### config.mk
export PLATFORM = sky130hd
export DESIGN_NAME = mem_ctrl
export DESIGN_NICKNAME = d
export VERILOG_FILES = /design/src/rtl/mem_ctrl.sv
export SDC_FILE = /design/constraint.sdc
export NUM_CORES = 1
export LEC_CHECK = 0
export CAP_MARGIN = 30
export CORE_MARGIN = 10
export CORE_UTILIZATION = 44
export CTS_BUF_LIST = sky130_fd_sc_hd__clkbuf_16
export CTS_CLUSTER_DIAMETER = 40
export DETAILED_ROUTE_END_ITERATION = 10
export GPL_TIMING_DRIVEN = 0
export PLACE_DENSITY = 0.78
export SLEW_MARGIN = 10
export SYNTH_ARGS = -nofsm -noshare
export SYNTH_HDL_FRONTEND = slang
export SYNTH_SLANG_ARGS = --single-unit
export TNS_END_PERCENT = 50
### constraint.sdc
create_clock -name clk -period 10.08 [get_ports clk]
set_input_delay 2.52 -clock clk [delete_from_list [all_inputs] [get_ports clk]]
set_output_delay 2.52 -clock clk [all_outputs]
set_load 0.03 [all_outputs]
### src/rtl/mem_ctrl.sv
// Memory access controller: arbitrates the fetch and data ports onto one
// single-port byte-wide RAM, moving 1, 2 or 4 bytes per granted request.
module mem_ctrl (
  input  logic        clk,
  input  logic        rst,
  input  logic        if_req,
  input  logic [31:0] if_addr,
  output logic        if_ack,
  output logic [31:0] if_inst,
  input  logic        mem_req,
  input  logic        mem_we,
  input  logic [31:0] mem_addr,
  input  logic [1:0]  mem_len,
  input  logic [31:0] mem_wdata,
  output logic        mem_ack,
  output logic [31:0] mem_rdata,
  output logic [31:0] ram_addr,
  output logic        ram_wr,
  output logic [7:0]  ram_dout,
  input  logic [7:0]  ram_din,
  output logic        stall_req
);
  // state | meaning
  // IDLE  | arbitrate requests, data port wins over fetch
  // XFER  | stream bytes to/from the RAM
  // DONE  | pulse the ack of the granted port
  typedef enum logic [1:0] {IDLE = 2'd0, XFER = 2'd1, DONE = 2'd2} state_t;

  state_t      state, state_nxt;
  logic        port_mem, we;
  logic [31:0] base, wdata, result, assembled;
  logic [2:0]  n, cnt;
  logic        grant_mem, grant_if, last, issue;

  always_ff @(posedge clk or negedge rst) begin
    if (!rst) state <= IDLE;
    else      state <= state_nxt;
  end

  always_comb begin
    state_nxt = state;
    grant_mem = 1'b0;
    grant_if  = 1'b0;
    last      = 1'b0;
    case (state)
      IDLE: begin
        if (mem_req) begin
          grant_mem = 1'b1;
          state_nxt = XFER;
        end else if (if_req) begin
          grant_if  = 1'b1;
          state_nxt = XFER;
        end
      end
      XFER: begin
        // reads need one extra cycle to capture the final RAM byte
        last = we ? (cnt == n - 3'd1) : (cnt == n);
        if (last) state_nxt = DONE;
      end
      DONE:    state_nxt = IDLE;
      default: state_nxt = IDLE;
    endcase
  end

  always_ff @(posedge clk or negedge rst) begin
    if (!rst) begin
      port_mem  <= 1'b0;
      we        <= 1'b0;
      base      <= 32'd0;
      wdata     <= 32'd0;
      result    <= 32'd0;
      n         <= 3'd0;
      cnt       <= 3'd0;
      if_inst   <= 32'd0;
      mem_rdata <= 32'd0;
    end else if (grant_mem) begin
      port_mem <= 1'b1;
      we       <= mem_we;
      base     <= mem_addr;
      wdata    <= mem_wdata;
      n        <= (mem_len == 2'b00) ? 3'd1 : (mem_len == 2'b01) ? 3'd2 : 3'd4;
      cnt      <= 3'd0;
      result   <= 32'd0;
    end else if (grant_if) begin
      port_mem <= 1'b0;
      we       <= 1'b0;
      base     <= if_addr;
      wdata    <= 32'd0;
      n        <= 3'd4;
      cnt      <= 3'd0;
      result   <= 32'd0;
    end else if (state == XFER) begin
      cnt <= cnt + 3'd1;
      if (!we && cnt != 3'd0) result <= assembled;
      if (last && !we) begin
        if (port_mem) mem_rdata <= assembled;
        else          if_inst   <= assembled;
      end
    end
  end

  // RAM data for the address issued one cycle earlier lands in byte cnt-1
  assign assembled = result | ({24'd0, ram_din} << {cnt - 3'd1, 3'b000});

  assign issue     = (state == XFER) && (cnt < n);
  assign ram_addr  = issue ? base + {29'd0, cnt} : 32'd0;
  assign ram_wr    = issue & we;
  assign ram_dout  = ram_wr ? wdata[{cnt[1:0], 3'b000} +: 8] : 8'd0;

  assign if_ack    = (state == DONE) && !port_mem;
  assign mem_ack   = (state == DONE) && port_mem;
  assign stall_req = (if_req & ~if_ack) | (mem_req & ~mem_ack);

endmodule

==> flow_metrics.tcl, run 1 <==
set metrics [dict create \
    synth_edf_count 0 \
    max_stage_delay_ns 0.71 \
    critical_path.cell_chain "clkbuf_1 -> inv_1 -> fa_1 -> nor2b_1 -> o2111ai_1 -> clkbuf_1 -> nor4b_1 -> mux2i_1 -> clkdlybuf4s50_1" \
    track_usage_pct 21.27 \
    wire_per_inst_um 19.80 \
    drt_wl_total_um 25800 \
    rows 48 \
    ctsHoldBuffers 0 \
    fp.coreArea_mm2 0.01748 \
    drt-initial-drc-count 636 \
    synth_ff_type "dfrtp_1" \
    initial_core_util_pct 45.31 \
    htreeDepth 4 \
    cts_setup_buffers 0 \
    cts_sinks 170 \
    fin_area_mm2 0.01097 \
    grt_pass1_vias 7301 \
    cts_tree "yes" \
    cts_root_buf "clkbuf_16" \
    syn_inst 834 \
    fmax_mhz 140.9 \
    path_clk_slew_ns 0.07 \
    ys_seq_area_share_pct 53.72 \
    syn-num-nets 956 \
    worstSetupStartpoint "cnt[1]" \
    worst_slack_ns 2.982 \
    die_w_um 154.2 \
    dpl_worst_slack_ns 3.465 \
    num_io_pins 219 \
    vias 7373 \
    syn_avg_cell_area_um2 9.495 \
    grt_pass1_wl_um 40690 \
    io_buffer_count 210 \
    r2r.worst_path.cells 9 \
    yosys_warnings 0 \
    grt_max_degree 102 \
    post-route-period-util_pct 70.42 \
    critical_path_class "flop to output port" \
    antenna_found_initial 1 \
    synth-async-reset-ratio_pct 100.0 \
    cp_max_fo 10 \
    clk_path_buf_depth 2 \
    cp_slowest_cell "clkdlybuf4s50_1" \
    min_period_ns 7.098 \
    tightest_slew_ns 0.8559 \
    setup_viol 0 \
    hold_violations 0 \
    dieArea_mm2 0.02376 \
    slew_violations 0 \
    power_density_mw_per_mm2 384.8 \
    gp_congestion 0.8446 \
    end_kind "output port" \
    hpwl_um 18930 \
    drc 0 \
    ant_nets 0 \
    num-nets-final 1186 \
    critPathLaunchType "flop" \
    min_path_type "flop to flop" \
    clk_latency_ns 0.43 \
    drive_gt1_share_pct 5.107 \
    rr_endpoint "if_inst[7]" \
    rsz0062_at_grt "no" \
    critPathArrivalTime_ns 4.58 \
    critPathMostFrequentCell "clkbuf_1" \
    vdd_drop_max_mv 0.2463 \
    cts_resized 0 \
    area.growth.synth_to_final_pct 38.52 \
    cp-endpoint "ram_addr[28]" \
    maxCapViolCount 0 \
    first_pass_iters 5 \
    required_ns 7.56 \
    r2r_slack_ns 6.95 \
    vias_per_cell 5.658 \
    skew_ns 0.009881 \
    n_fill_cell 1464 \
    leakage_nw 4.643 \
    die-height_um 154.2 \
    cts-buffers-inserted 17 \
    placed_cell_area_mm2 0.01033 \
    yosysUniqueCellTypes 48 \
    r2r_start "cnt[1]" \
    ys_seq_elements 170 \
    maxSlewHeadroom_pct 42.56 \
    overflow 0 \
    synth_area_mm2 0.007919 \
    status "finished, final reports clean" \
]
## cells in the final DEF, fill, tap and decap left out, drive strengths merged, types with 7 or more instances in the layout
cell             n
o21ai           78
a21oi           47
dfrtp          170
clkdlybuf4s50  209
o31ai            7
buf              8
a22o            33
or3              8
mux4             8
mux2i            7
inv             21
nand2          142
nor2b           13
xnor2            7
nand3           17
a31oi           64
nor2            78
ha              10
clkbuf          76
nand3b           8
## cell families after synthesis
family	Yosys count	share of synthesized area [%]
buf+inv	79	3.903
compound gates	240	18.42
simple gates	306	17.52
mux	15	3.160
fa+ha+maj	11	1.833
flops	170	53.72
xor+xnor	13	1.438
## critical path, delay by kind of cell, from the launching register on
family / cells / cell delay [ns]
AO/OA/AOI/OAI: 1 / 0.39
adder cells (fa/ha/maj): 1 / 0.47
buffers and inverters: 4 / 1.89
flip-flops: 1 / 0.41
multiplexers: 1 / 0.26
AND/OR/NAND/NOR: 2 / 0.73
## per-stage QoR
step	hold WS, ns	power (mW)	utilization (%)	setup TNS (ns)	cells
global placement	0.4620	3.473	58.95	-59.34	1269
floorplan	0.4633	2.605	-	0	834
CTS	0.4847	4.236	62.75	0	1302
global route	0.5113	4.491	62.76	0	1303
detailed placement	0.4692	3.523	59.14	0	1270
finish	0.4821	4.221	62.76	0	1303
## sequential cells by signal, indices dropped and copies added, names as in the netlist
name,cells
port_mem,1
n,3
cnt,3
state,2
base,32
if_inst,32
wdata,32
result,32
we,1
mem_rdata,32
## worst min-delay path by stage
| stage | cells past startpoint | end | from | slack, ns |
|---|---|---|---|---|
| after floorplan | 2 | result[0] | result[0] | 0.46 |
| after global placement | 2 | if_inst[5] | if_inst[5] | 0.46 |
| after detailed placement | 2 | if_inst[0] | if_inst[0] | 0.47 |
| after CTS | 2 | if_inst[0] | if_inst[0] | 0.48 |
| after global routing | 2 | mem_rdata[8] | mem_rdata[8] | 0.51 |
| final | 2 | if_inst[0] | if_inst[0] | 0.48 |
## metal layers
layer	vias up	track usage [%]	wire length, um
met3	37	5.049	1717
met2	303	33.94	12590
met1	3607	27.27	10830
met5	-	0	0
li1	3426	-	-
met4	0	8.322	656
## cell usage after synthesis (2+ instances only)
cell / n / area [um^2]
xnor2_1: 7 / 61.31
nor3b_2: 2 / 25.02
inv_1: 14 / 52.55
nor3_1: 5 / 25.02
and3_1: 4 / 25.02
mux4_2: 8 / 180.2
clkbuf_2: 9 / 45.04
mux2i_1: 7 / 70.07
a21oi_1: 47 / 235.2
nand4_1: 5 / 31.28
dfrtp_1: 170 / 4254
nand3b_1: 8 / 60.06
and2_1: 3 / 18.77
nor2b_1: 13 / 81.33
or3_1: 8 / 50.05
o31ai_1: 7 / 52.55
ha_1: 10 / 125.1
buf_1: 5 / 18.77
a22o_1: 33 / 289.0
nand2_1: 142 / 533.0
a31oi_1: 64 / 400.4
nor2_1: 78 / 292.8
o21ai_1: 2 / 10.01
clkbuf_1: 50 / 187.7
nand3_1: 17 / 85.08
or4_1: 6 / 45.04
o21ai_0: 76 / 380.4
nor4_1: 6 / 37.54
and4_1: 3 / 26.28
xor2_1: 6 / 52.55
o2111ai_1: 2 / 17.52
## power breakdown
part           total [mW]  switching [mW]  internal (mW)
Combinational        2.29            1.39          0.896
Clock               0.700           0.299          0.401
Sequential           1.24           0.237          0.999
Total                4.22            1.93           2.30
## final cells by class
type	instances	area [um^2]	area share [%]
antenna	1	2.502	0.02281
buffer	65	256.5	2.338
clock buffer	17	425.4	3.878
clock inverter	15	206.4	1.882
inverter	14	52.55	0.4791
multi-input combinational	585	3356	30.59
sequential	170	4254	38.78
tap	225	281.5	2.566
timing repair buffer	211	2135	19.46
Note: power is estimated with default switching activity, not from simulation.
==> inputs of run 2 (changes only) <==
clock period = 7.1 ns   (was 10.08 ns; I/O delays follow)
==> results of run 2 <==
The final DEF is identical to that of run 1. Status: finished, final reports clean.
Among the figures that moved: setup slack after placement 3.465 ns -> 1.230 ns; setup slack after layout 2.982 ns -> 0.7465 ns; register-to-register setup slack 6.95 ns -> 3.97 ns; total power 4.221 mW -> 5.992 mW; worst IR drop on VDD 0.2463 mV -> 0.3497 mV
